## config.mk

```make
export PLATFORM = sky130hd
export DESIGN_NAME = axi_4_lite_slv_param_flat
export DESIGN_NICKNAME = d
export VERILOG_FILES = /design/src/rtl/axi_4_lite_slv_param_if.sv /design/src/rtl/axi_4_lite_slv_param.sv /design/src/flat_wrapper.sv
export SDC_FILE = /design/constraint.sdc
export NUM_CORES = 1
export LEC_CHECK = 0
export BUFFER_PORTS_ARGS = -buffer_cell sky130_fd_sc_hd__buf_2
export CORE_AREA = 3 3 242 244
export CTS_CLUSTER_DIAMETER = 80
export DETAILED_ROUTE_END_ITERATION = 12
export DIE_AREA = 0 0 245 247
export RECOVER_POWER = 100
export REMOVE_ABC_BUFFERS = 1
export SLEW_MARGIN = 0
export SYNTH_ARGS = -nofsm -noshare
export SYNTH_HDL_FRONTEND = slang
export SYNTH_SLANG_ARGS = --single-unit
```

## constraint.sdc

```tcl
create_clock -name S_AXI_ACLK -period 4.2 [get_ports S_AXI_ACLK]
set_input_delay 0.84 -clock S_AXI_ACLK [delete_from_list [all_inputs] [get_ports S_AXI_ACLK]]
set_output_delay 0.84 -clock S_AXI_ACLK [all_outputs]
set_load 0.05 [all_outputs]
```

## src/rtl/axi_4_lite_slv_param_if.sv

```systemverilog
// AXI4-Lite bus bundle for the parametrised register-file slave.
// Address/data widths follow the slave's C_AXI_* parameters.
interface axi_4_lite_slv_param_if #(
   parameter int DW = 32,
   parameter int AW = 8
);
   logic          S_AXI_AWVALID;
   logic          S_AXI_AWREADY;
   logic [AW-1:0] S_AXI_AWADDR;
   logic [2:0]    S_AXI_AWPROT;
   logic          S_AXI_WVALID;
   logic          S_AXI_WREADY;
   logic [DW-1:0] S_AXI_WDATA;
   logic [DW/8-1:0] S_AXI_WSTRB;
   logic          S_AXI_BVALID;
   logic          S_AXI_BREADY;
   logic [1:0]    S_AXI_BRESP;
   logic          S_AXI_ARVALID;
   logic          S_AXI_ARREADY;
   logic [AW-1:0] S_AXI_ARADDR;
   logic [2:0]    S_AXI_ARPROT;
   logic          S_AXI_RVALID;
   logic          S_AXI_RREADY;
   logic [DW-1:0] S_AXI_RDATA;
   logic [1:0]    S_AXI_RRESP;

   modport slave (
      input  S_AXI_AWVALID, S_AXI_AWADDR, S_AXI_AWPROT,
      output S_AXI_AWREADY,
      input  S_AXI_WVALID, S_AXI_WDATA, S_AXI_WSTRB,
      output S_AXI_WREADY,
      output S_AXI_BVALID, S_AXI_BRESP,
      input  S_AXI_BREADY,
      input  S_AXI_ARVALID, S_AXI_ARADDR, S_AXI_ARPROT,
      output S_AXI_ARREADY,
      output S_AXI_RVALID, S_AXI_RDATA, S_AXI_RRESP,
      input  S_AXI_RREADY
   );

   modport master (
      output S_AXI_AWVALID, S_AXI_AWADDR, S_AXI_AWPROT,
      input  S_AXI_AWREADY,
      output S_AXI_WVALID, S_AXI_WDATA, S_AXI_WSTRB,
      input  S_AXI_WREADY,
      input  S_AXI_BVALID, S_AXI_BRESP,
      output S_AXI_BREADY,
      output S_AXI_ARVALID, S_AXI_ARADDR, S_AXI_ARPROT,
      input  S_AXI_ARREADY,
      input  S_AXI_RVALID, S_AXI_RDATA, S_AXI_RRESP,
      output S_AXI_RREADY
   );
endinterface

```

## src/rtl/axi_4_lite_slv_param.sv

```systemverilog
// Parametrised AXI4-Lite slave register file with RO status registers,
// independent AW/W holds, B/R backpressure and per-register write pulses.
module axi_4_lite_slv_param #(
   parameter int C_AXI_DATA_WIDTH   = 32,
   parameter int C_AXI_ADDR_WIDTH   = 8,
   parameter int C_REGISTERS_NUMBER = 8,
   parameter logic [C_REGISTERS_NUMBER-1:0] C_RO_MASK = '0
) (
   input  logic S_AXI_ACLK,
   input  logic S_AXI_ARESETN,
   axi_4_lite_slv_param_if.slave s_axi,
   output logic [C_REGISTERS_NUMBER*C_AXI_DATA_WIDTH-1:0] usr_regs_out,
   input  logic [C_REGISTERS_NUMBER*C_AXI_DATA_WIDTH-1:0] usr_ro_in,
   output logic [C_REGISTERS_NUMBER-1:0] usr_wr_stb
);
   localparam int DW  = C_AXI_DATA_WIDTH;
   localparam int AW  = C_AXI_ADDR_WIDTH;
   localparam int N   = C_REGISTERS_NUMBER;
   localparam int SW  = DW / 8;
   localparam int LSB = $clog2(SW);
   localparam int IW  = AW - LSB;

   localparam logic [1:0] OKAY   = 2'b00;
   localparam logic [1:0] SLVERR = 2'b10;
   localparam logic [1:0] DECERR = 2'b11;

   logic          rst_done;
   logic          aw_held, w_held, ar_held;
   logic [IW-1:0] aw_idx, ar_idx;
   logic [DW-1:0] w_data;
   logic [SW-1:0] w_strb;
   logic [DW-1:0] regs [N];
   logic          bvalid, rvalid;
   logic [1:0]    bresp, rresp;
   logic [DW-1:0] rdata;
   logic [N-1:0]  wr_stb;

   logic          aw_hs, w_hs, ar_hs;
   logic          commit, rd_cap;
   logic [1:0]    wr_resp, rd_resp;
   logic [N-1:0]  wr_sel;
   logic [DW-1:0] rd_data;
   logic          unused_ok;

   assign s_axi.S_AXI_AWREADY = rst_done & ~aw_held;
   assign s_axi.S_AXI_WREADY  = rst_done & ~w_held;
   assign s_axi.S_AXI_ARREADY = rst_done & ~ar_held;
   assign s_axi.S_AXI_BVALID  = bvalid;
   assign s_axi.S_AXI_BRESP   = bresp;
   assign s_axi.S_AXI_RVALID  = rvalid;
   assign s_axi.S_AXI_RRESP   = rresp;
   assign s_axi.S_AXI_RDATA   = rdata;
   assign usr_wr_stb          = wr_stb;

   assign aw_hs  = s_axi.S_AXI_AWVALID & s_axi.S_AXI_AWREADY;
   assign w_hs   = s_axi.S_AXI_WVALID & s_axi.S_AXI_WREADY;
   assign ar_hs  = s_axi.S_AXI_ARVALID & s_axi.S_AXI_ARREADY;
   assign commit = aw_held & w_held & (~bvalid | s_axi.S_AXI_BREADY);
   assign rd_cap = ar_held & (~rvalid | s_axi.S_AXI_RREADY);

   assign unused_ok = ^{s_axi.S_AXI_AWPROT, s_axi.S_AXI_ARPROT,
                        s_axi.S_AXI_AWADDR[LSB-1:0],
                        s_axi.S_AXI_ARADDR[LSB-1:0]};

   always_comb begin
      wr_resp = DECERR;
      wr_sel  = '0;
      for (int i = 0; i < N; i++) begin
         if (aw_idx == IW'(i)) begin
            if (C_RO_MASK[i]) begin
               wr_resp = SLVERR;
            end else begin
               wr_resp   = OKAY;
               wr_sel[i] = |w_strb;
            end
         end
      end
   end

   // RO slots return the live status input, sampled at capture
   always_comb begin
      rd_resp = DECERR;
      rd_data = '0;
      for (int i = 0; i < N; i++) begin
         if (ar_idx == IW'(i)) begin
            rd_resp = OKAY;
            rd_data = C_RO_MASK[i] ? usr_ro_in[i*DW +: DW] : regs[i];
         end
      end
   end

   always_comb begin
      usr_regs_out = '0;
      for (int i = 0; i < N; i++) begin
         usr_regs_out[i*DW +: DW] = regs[i];
      end
   end

   always_ff @(posedge S_AXI_ACLK) begin
      if (!S_AXI_ARESETN) begin
         for (int i = 0; i < N; i++) regs[i] <= '0;
      end else if (commit) begin
         for (int i = 0; i < N; i++) begin
            for (int b = 0; b < SW; b++) begin
               if (wr_sel[i] && w_strb[b])
                  regs[i][b*8 +: 8] <= w_data[b*8 +: 8];
            end
         end
      end
   end

   always_ff @(posedge S_AXI_ACLK) begin
      if (!S_AXI_ARESETN) begin
         rst_done <= 1'b0;
         aw_held  <= 1'b0;
         w_held   <= 1'b0;
         ar_held  <= 1'b0;
         aw_idx   <= '0;
         ar_idx   <= '0;
         w_data   <= '0;
         w_strb   <= '0;
         bvalid   <= 1'b0;
         bresp    <= OKAY;
         wr_stb   <= '0;
         rvalid   <= 1'b0;
         rresp    <= OKAY;
         rdata    <= '0;
      end else begin
         rst_done <= 1'b1;
         wr_stb   <= '0;
         if (commit) begin
            aw_held <= 1'b0;
            w_held  <= 1'b0;
            bvalid  <= 1'b1;
            bresp   <= wr_resp;
            wr_stb  <= wr_sel;
         end else begin
            if (aw_hs) begin
               aw_held <= 1'b1;
               aw_idx  <= s_axi.S_AXI_AWADDR[AW-1:LSB];
            end
            if (w_hs) begin
               w_held <= 1'b1;
               w_data <= s_axi.S_AXI_WDATA;
               w_strb <= s_axi.S_AXI_WSTRB;
            end
            if (s_axi.S_AXI_BREADY) bvalid <= 1'b0;
         end
         if (rd_cap) begin
            ar_held <= 1'b0;
            rvalid  <= 1'b1;
            rdata   <= rd_data;
            rresp   <= rd_resp;
         end else begin
            if (ar_hs) begin
               ar_held <= 1'b1;
               ar_idx  <= s_axi.S_AXI_ARADDR[AW-1:LSB];
            end
            if (s_axi.S_AXI_RREADY) rvalid <= 1'b0;
         end
      end
   end
endmodule

```

## src/flat_wrapper.sv

```systemverilog
// flat-port wrapper written by rule: the top's interface ports become plain ports
module axi_4_lite_slv_param_flat 
#(
   parameter int C_AXI_DATA_WIDTH   = 32,
   parameter int C_AXI_ADDR_WIDTH   = 8,
   parameter int C_REGISTERS_NUMBER = 8,
   parameter logic [C_REGISTERS_NUMBER-1:0] C_RO_MASK = '0
)
  (S_AXI_ACLK, S_AXI_ARESETN, usr_regs_out, usr_ro_in, usr_wr_stb, s_axi_S_AXI_AWVALID, s_axi_S_AXI_AWADDR, s_axi_S_AXI_AWPROT, s_axi_S_AXI_AWREADY, s_axi_S_AXI_WVALID, s_axi_S_AXI_WDATA, s_axi_S_AXI_WSTRB, s_axi_S_AXI_WREADY, s_axi_S_AXI_BVALID, s_axi_S_AXI_BRESP, s_axi_S_AXI_BREADY, s_axi_S_AXI_ARVALID, s_axi_S_AXI_ARADDR, s_axi_S_AXI_ARPROT, s_axi_S_AXI_ARREADY, s_axi_S_AXI_RVALID, s_axi_S_AXI_RDATA, s_axi_S_AXI_RRESP, s_axi_S_AXI_RREADY);
  axi_4_lite_slv_param_if #(.DW(32), .AW(8)) s_axi_i ();
  input  logic S_AXI_ACLK;
  input  logic S_AXI_ARESETN;
  output logic [C_REGISTERS_NUMBER*C_AXI_DATA_WIDTH-1:0] usr_regs_out;
  input  logic [C_REGISTERS_NUMBER*C_AXI_DATA_WIDTH-1:0] usr_ro_in;
  output logic [C_REGISTERS_NUMBER-1:0] usr_wr_stb;
  input wire logic [$bits(s_axi_i.S_AXI_AWVALID)-1:0] s_axi_S_AXI_AWVALID;
  input wire logic [$bits(s_axi_i.S_AXI_AWADDR)-1:0] s_axi_S_AXI_AWADDR;
  input wire logic [$bits(s_axi_i.S_AXI_AWPROT)-1:0] s_axi_S_AXI_AWPROT;
  output wire logic [$bits(s_axi_i.S_AXI_AWREADY)-1:0] s_axi_S_AXI_AWREADY;
  input wire logic [$bits(s_axi_i.S_AXI_WVALID)-1:0] s_axi_S_AXI_WVALID;
  input wire logic [$bits(s_axi_i.S_AXI_WDATA)-1:0] s_axi_S_AXI_WDATA;
  input wire logic [$bits(s_axi_i.S_AXI_WSTRB)-1:0] s_axi_S_AXI_WSTRB;
  output wire logic [$bits(s_axi_i.S_AXI_WREADY)-1:0] s_axi_S_AXI_WREADY;
  output wire logic [$bits(s_axi_i.S_AXI_BVALID)-1:0] s_axi_S_AXI_BVALID;
  output wire logic [$bits(s_axi_i.S_AXI_BRESP)-1:0] s_axi_S_AXI_BRESP;
  input wire logic [$bits(s_axi_i.S_AXI_BREADY)-1:0] s_axi_S_AXI_BREADY;
  input wire logic [$bits(s_axi_i.S_AXI_ARVALID)-1:0] s_axi_S_AXI_ARVALID;
  input wire logic [$bits(s_axi_i.S_AXI_ARADDR)-1:0] s_axi_S_AXI_ARADDR;
  input wire logic [$bits(s_axi_i.S_AXI_ARPROT)-1:0] s_axi_S_AXI_ARPROT;
  output wire logic [$bits(s_axi_i.S_AXI_ARREADY)-1:0] s_axi_S_AXI_ARREADY;
  output wire logic [$bits(s_axi_i.S_AXI_RVALID)-1:0] s_axi_S_AXI_RVALID;
  output wire logic [$bits(s_axi_i.S_AXI_RDATA)-1:0] s_axi_S_AXI_RDATA;
  output wire logic [$bits(s_axi_i.S_AXI_RRESP)-1:0] s_axi_S_AXI_RRESP;
  input wire logic [$bits(s_axi_i.S_AXI_RREADY)-1:0] s_axi_S_AXI_RREADY;
  assign s_axi_i.S_AXI_AWVALID = s_axi_S_AXI_AWVALID;
  assign s_axi_i.S_AXI_AWADDR = s_axi_S_AXI_AWADDR;
  assign s_axi_i.S_AXI_AWPROT = s_axi_S_AXI_AWPROT;
  assign s_axi_S_AXI_AWREADY = s_axi_i.S_AXI_AWREADY;
  assign s_axi_i.S_AXI_WVALID = s_axi_S_AXI_WVALID;
  assign s_axi_i.S_AXI_WDATA = s_axi_S_AXI_WDATA;
  assign s_axi_i.S_AXI_WSTRB = s_axi_S_AXI_WSTRB;
  assign s_axi_S_AXI_WREADY = s_axi_i.S_AXI_WREADY;
  assign s_axi_S_AXI_BVALID = s_axi_i.S_AXI_BVALID;
  assign s_axi_S_AXI_BRESP = s_axi_i.S_AXI_BRESP;
  assign s_axi_i.S_AXI_BREADY = s_axi_S_AXI_BREADY;
  assign s_axi_i.S_AXI_ARVALID = s_axi_S_AXI_ARVALID;
  assign s_axi_i.S_AXI_ARADDR = s_axi_S_AXI_ARADDR;
  assign s_axi_i.S_AXI_ARPROT = s_axi_S_AXI_ARPROT;
  assign s_axi_S_AXI_ARREADY = s_axi_i.S_AXI_ARREADY;
  assign s_axi_S_AXI_RVALID = s_axi_i.S_AXI_RVALID;
  assign s_axi_S_AXI_RDATA = s_axi_i.S_AXI_RDATA;
  assign s_axi_S_AXI_RRESP = s_axi_i.S_AXI_RRESP;
  assign s_axi_i.S_AXI_RREADY = s_axi_S_AXI_RREADY;
  axi_4_lite_slv_param #(.C_AXI_DATA_WIDTH(C_AXI_DATA_WIDTH), .C_AXI_ADDR_WIDTH(C_AXI_ADDR_WIDTH), .C_REGISTERS_NUMBER(C_REGISTERS_NUMBER), .C_RO_MASK(C_RO_MASK)) u_core (.S_AXI_ACLK(S_AXI_ACLK), .S_AXI_ARESETN(S_AXI_ARESETN), .s_axi(s_axi_i), .usr_regs_out(usr_regs_out), .usr_ro_in(usr_ro_in), .usr_wr_stb(usr_wr_stb));
endmodule
```

# Word-level counts from Yosys, hierarchy flattened

Memories as Yosys holds them, arrays and structs flattened.
Cells that the tools add are included.

Word-level logic and storage cells: 321
Input bits: 321
Memory bits (writable): 256
Bits in registers: 98
Memories: 1

Bitwise gates (word level): 51
Multiplexer cells: 198
Equality and inequality tests: 14
Reductions and logical operators: 43

Memories:

| name        | depth | width | rd ports | clocked after Yosys merged registers in | wr ports | line                       | source |
|---|---|---|---|---|---|---|---|
| u_core.regs | 8     | 32    | 8        | 0                                       | 8        | axi_4_lite_slv_param.sv:32 | `logic [DW-1:0] regs [N];` |

Operators with widths:

| kind               | number |
|---|---|
| $mux 32            | 8 |
| $mux 8             | 32 |
| $mux 1             | 142 |
| $eq 6x3->1 const B | 8 |
| $or 1x1->1         | 34 |
| $logic_and 1x1->1  | 32 |
| $mux 2             | 16 |
| $eq 6x2->1 const B | 4 |
| $eq 6x1->1 const B | 2 |
| $logic_not 6->1    | 2 |
| $and 1x1->1        | 9 |
| $not 1->1          | 8 |
| $reduce_and 2->1   | 4 |
| $reduce_bool 2->1  | 2 |
| $reduce_or 2->1    | 2 |
| $reduce_or 4->1    | 1 |

# Longest topological paths before layout

Depth after elaboration: 9
Depth in mapped cells: 8

# Worst setup path after synthesis

OpenSTA, ideal clock, no wires.

Path type: in2reg
Start: input port s_axi_S_AXI_BREADY
End: memory u_core.regs[7][4], in the netlist u_core.regs[1][100], enable pin
Arrival: 2.138 ns
Library setup time: 0.384 ns
Stages: 5
Setup slack: 1.678 ns
Path buffers: 1
Required time: 3.816 ns
Cell sequence: nand2b_1 -> nor2b_1 -> clkbuf_1 -> nand2_1 -> o21ai_0

RTL lines:

| element         | line                       | source |
|---|---|---|
| start, declared | flat_wrapper.sv:26         | `input wire logic [$bits(s_axi_i.S_AXI_BREADY)-1:0] s_axi_S_AXI_BREADY;` |
| end, declared   | axi_4_lite_slv_param.sv:32 |  |

# Worst setup path in the final report

Start: register u_core.ar_idx[1]
End: register u_core.rdata[25], in the netlist u_core.s_axi.S_AXI_RDATA[25]

Cells in the longest elaborated chain, start to end: 9
Elaborated cells between the ends (all ways): 16
Those cells by class: eq/ne (7); mux (8); reduce/logical (1)

RTL lines:

| element                | line                        | source |
|---|---|---|
| start, declared        | axi_4_lite_slv_param.sv:29  | `logic [IW-1:0] aw_idx, ar_idx;` |
| start signal, assigned | axi_4_lite_slv_param.sv:157 | `ar_idx <= s_axi.S_AXI_ARADDR[AW-1:LSB];` |
| $logic_not 6->1        | axi_4_lite_slv_param.sv:85  | `if (ar_idx == IW'(i)) begin` |
| $mux 32 (7 in a row)   | axi_4_lite_slv_param.sv:85  |  |
| $mux 32 *              | axi_4_lite_slv_param.sv:85  |  |
| end signal, assigned   | axi_4_lite_slv_param.sv:152 | `rdata <= rd_data;` |
| end, declared          | axi_4_lite_slv_param.sv:35  | `logic [DW-1:0] rdata;` |

Every way passes the cells marked *; elsewhere a longest branch is shown, timed or not.
A chain may end at the register's enable or synchronous reset.

==> metrics.cfg <==
[routing]
vias = 11900
via_per_inst = 4.88
wl_per_cell_um = 24.4
routed_wl_um = 59500
drc = 0
first_pass_iters = 6
drtIter0Drc = 1054
antenna_left = 0

[global_routing]
grt_start_max_net_pins = 120
grt.total_usage_pct = 19.0
grt-ovfl-total = 0
grt_pass1_wl_um = 83500
first_global_vias = 11800
antenna_found_initial = 2

[critical_path]
path_cells = nor4_2 > clkbuf_2 > nand3_1 > a2111oi_0 > a2111oi_0 > o21ai_0
cp.arrival_ns = 4.25
crit_family = simple AND/OR/NAND/NOR gates
start_kind = flop
critPathBufInv = 1
startpoint = u_core.ar_idx[1]$_SDFFE_PN0P_
cpPeakStageDelay_ns = 1.12
crit_path_frequent_cell = a2111oi_0
slowest_stage = nor4_2
crit_required_ns = 4.67
critPathKind = reg2reg
critPathCaptureType = flop
r2r_start = u_core.ar_idx[1]$_SDFFE_PN0P_
ff2ff_setup_slack_ns = 0.43
worstPathMaxFanout = 18

[floorplanning]
ios = 626
die_height_um = 247
row_count = 87
die-area_um2 = 60500
dieWidth_um = 245
start_util_pct = 25.6
core_um2 = 56500

[logic_synthesis]
synth_cells = 1284
synth.distinct_cells = 50
synth_edf_count = 256
synth_warnings = 0
postSynthAreaPerCell_um2 = 11.3
yosysSeqAreaShare_pct = 66.3
ys.flop_type = edfxtp_1
synth-seq-cells = 352
synth.cell_area_um2 = 14500
ys_async_sr_fraction_pct = 0

[sta]
fin_crit_sh_pct = 89.9
final_max_slew_viol_count = 58
finalHoldViolCount = 0
period_minus_slack_ns = 3.77
layout_setup_ws_ns = 0.425
fmax_ghz = 0.265
fin_skew_ns = 0.0191
slew_headroom_pct = -58.2
setup-tns-final_ns = 0
rsz0062_at_grt = false
setup_viol = 0
tightest_slew_ns = 2.37
holdWs_ns = 0.464

[clocking]
clock_latency_ns = 0.56
clock-sinks = 352
cts_resized = 0
postCtsHoldBufs = 0
cts_root_buffer = clkbuf_16
cts_buffers = 43
cts.clk_slew.worst_paths_ns = 0.06
clk_path_buf_depth = 3
cts_tree = yes
cts_max_level = 2
postCtsSetupRepairBufs = 0

[place]
place_ws_ns = 0.815
gp_congestion = 0.852
dp_hpwl_um = 43300
portBuffers = 359

[cells_and_area]
areaGrowthSynthToFinish_pct = 25.3
fin_util_pct = 32.1
diodes = 0
nNetsFinal = 1970
layout-drive-gt1-share_pct = 9.69

[status]
violations = max-capacitance violations, max-slew violations
status = finished, violations left

[power_and_ir_drop]
power_density_nw_per_um2 = 473
peakVddDrop_v = 0.000223
leakage_nw = 6.15

[min_path]
min-delay-start = u_core.w_data[20]$_SDFFE_PN0P_
hold_path_class = reg2reg

[run]
maxCapViolations = 2

[sequential cells by signal, summed over array words and instances (netlist names)]
name and count:
u_core.s_axi.S_AXI_RDATA 32, u_core.aw_idx 6, u_core.s_axi.S_AXI_RRESP 1, u_core.ar_idx 6
u_core.w_strb 4, u_core.s_axi.S_AXI_BRESP 1, u_core.rst_done 1, u_core.s_axi.S_AXI_RVALID 1
u_core.w_held 1, u_core.aw_held 1, u_core.ar_held 1, u_core.regs 256
u_core.usr_wr_stb 8, u_core.s_axi.S_AXI_BVALID 1, u_core.w_data 32
[worst paths after layout]
kind	to	cells past startpoint
min reg2reg	u_core.w_data[20]$_SDFFE_PN0P_	2
max reg2reg	u_core.s_axi.S_AXI_RDATA[25]$_SDFFE_PN0P_	6
min	u_core.w_data[20]$_SDFFE_PN0P_	2
max	u_core.s_axi.S_AXI_RDATA[25]$_SDFFE_PN0P_	6
[cells by family after synthesis]
family / count (synthesis) / share of synthesized area (%)
mux: 1 / 0.0777
simple gates: 528 / 15.5
xor+xnor: 2 / 0.121
flops: 352 / 66.3
buf+inv: 116 / 3.64
compound gates: 285 / 14.3
[worst register-to-register path: cells and delay by family, from the launching register on]
family                 cells  cell delay, ns
and+or+nand+nor            2            1.26
AOI/OAI and AO/OA          3            1.22
DFF                        1            0.66
buffers and inverters      1            0.56
[stage by stage]
step / area (µm²) / power (W) / std cells
2_1_floorplan: 14100 / 0.00463 / 1203
3_3_place_gp: 17200 / 0.00503 / 2360
3_5_place_dp: 17200 / 0.00504 / 2360
4_1_cts: 18600 / 0.00870 / 2439
5_1_grt: 18200 / 0.00887 / 2439
6_report: 18200 / 0.00859 / 2439
[final cells by class]
type	instances	area, µm²
flip-flops and latches	352	9610
well taps	756	946
inverters	35	131
clock buffers	57	1220
clock inverters	22	181
repair buffers	401	1720
multi-input cells	816	4350
fillers	5927	38300
[synthesized netlist by cell type, types with 2 or more instances]
library cell | count | area [µm²]
buf_2 | 12 | 60.1
a211o_1 | 13 | 114
nand3_1 | 34 | 170
clkbuf_1 | 51 | 191
or4b_4 | 2 | 27.5
a22oi_1 | 44 | 330
nand2_1 | 191 | 717
nor2_8 | 2 | 40.0
clkbuf_2 | 2 | 10.0
and3_1 | 4 | 25.0
buf_6 | 7 | 78.8
nor2_1 | 221 | 830
a2111oi_0 | 34 | 298
nand2b_1 | 8 | 50.1
a221oi_1 | 14 | 123
buf_4 | 6 | 45.0
and2_1 | 6 | 37.5
a21boi_0 | 51 | 383
a211oi_1 | 2 | 15.0
nor3_1 | 43 | 215
or2_2 | 2 | 12.5
nor2b_1 | 5 | 31.3
a21oi_1 | 15 | 75.1
a22o_1 | 18 | 158
inv_1 | 35 | 131
buf_1 | 3 | 11.3
dfxtp_1 | 96 | 1920
o21ai_0 | 58 | 290
a32oi_1 | 12 | 105
edfxtp_1 | 256 | 7690
o211ai_1 | 17 | 128
xor2_1 | 2 | 17.5
[where the power goes]
part	total [W]	leakage, nW	internal (W)	switching [W]
clock	0.00366	0.687	0.00218	0.00148
sequential	0.00395	3.43	0.00385	0.000101
combinational	0.000975	2.04	0.000176	0.000799
[routing by layer]
metal | share of wire, % | track usage, % | up-vias
met5 | 0 | 0 | -
met4 | 3.2 | 6.03 | 0
met3 | 9.4 | 6.28 | 109
met2 | 47 | 31.5 | 543
met1 | 40 | 23.6 | 5853
li1 | - | - | 5405
[cells in the final DEF, fill, tap and decap left out, types with 13 or more instances in the layout]
master     instances
clkbuf_1         329
edfxtp_1         256
nor2_1           218
nand2_1          191
dfxtp_1           96
o21ai_0           58
buf_2             53
a21boi_0          51
clkbuf_16         45
a22oi_1           44
nor3_1            42
inv_1             35
nand3_1           34
a2111oi_0         34
buf_4             21
a22o_1            18
o211ai_1          17
a21oi_1           15
a221oi_1          14
a211o_1           13
Power figures use the tool's default switching activity.
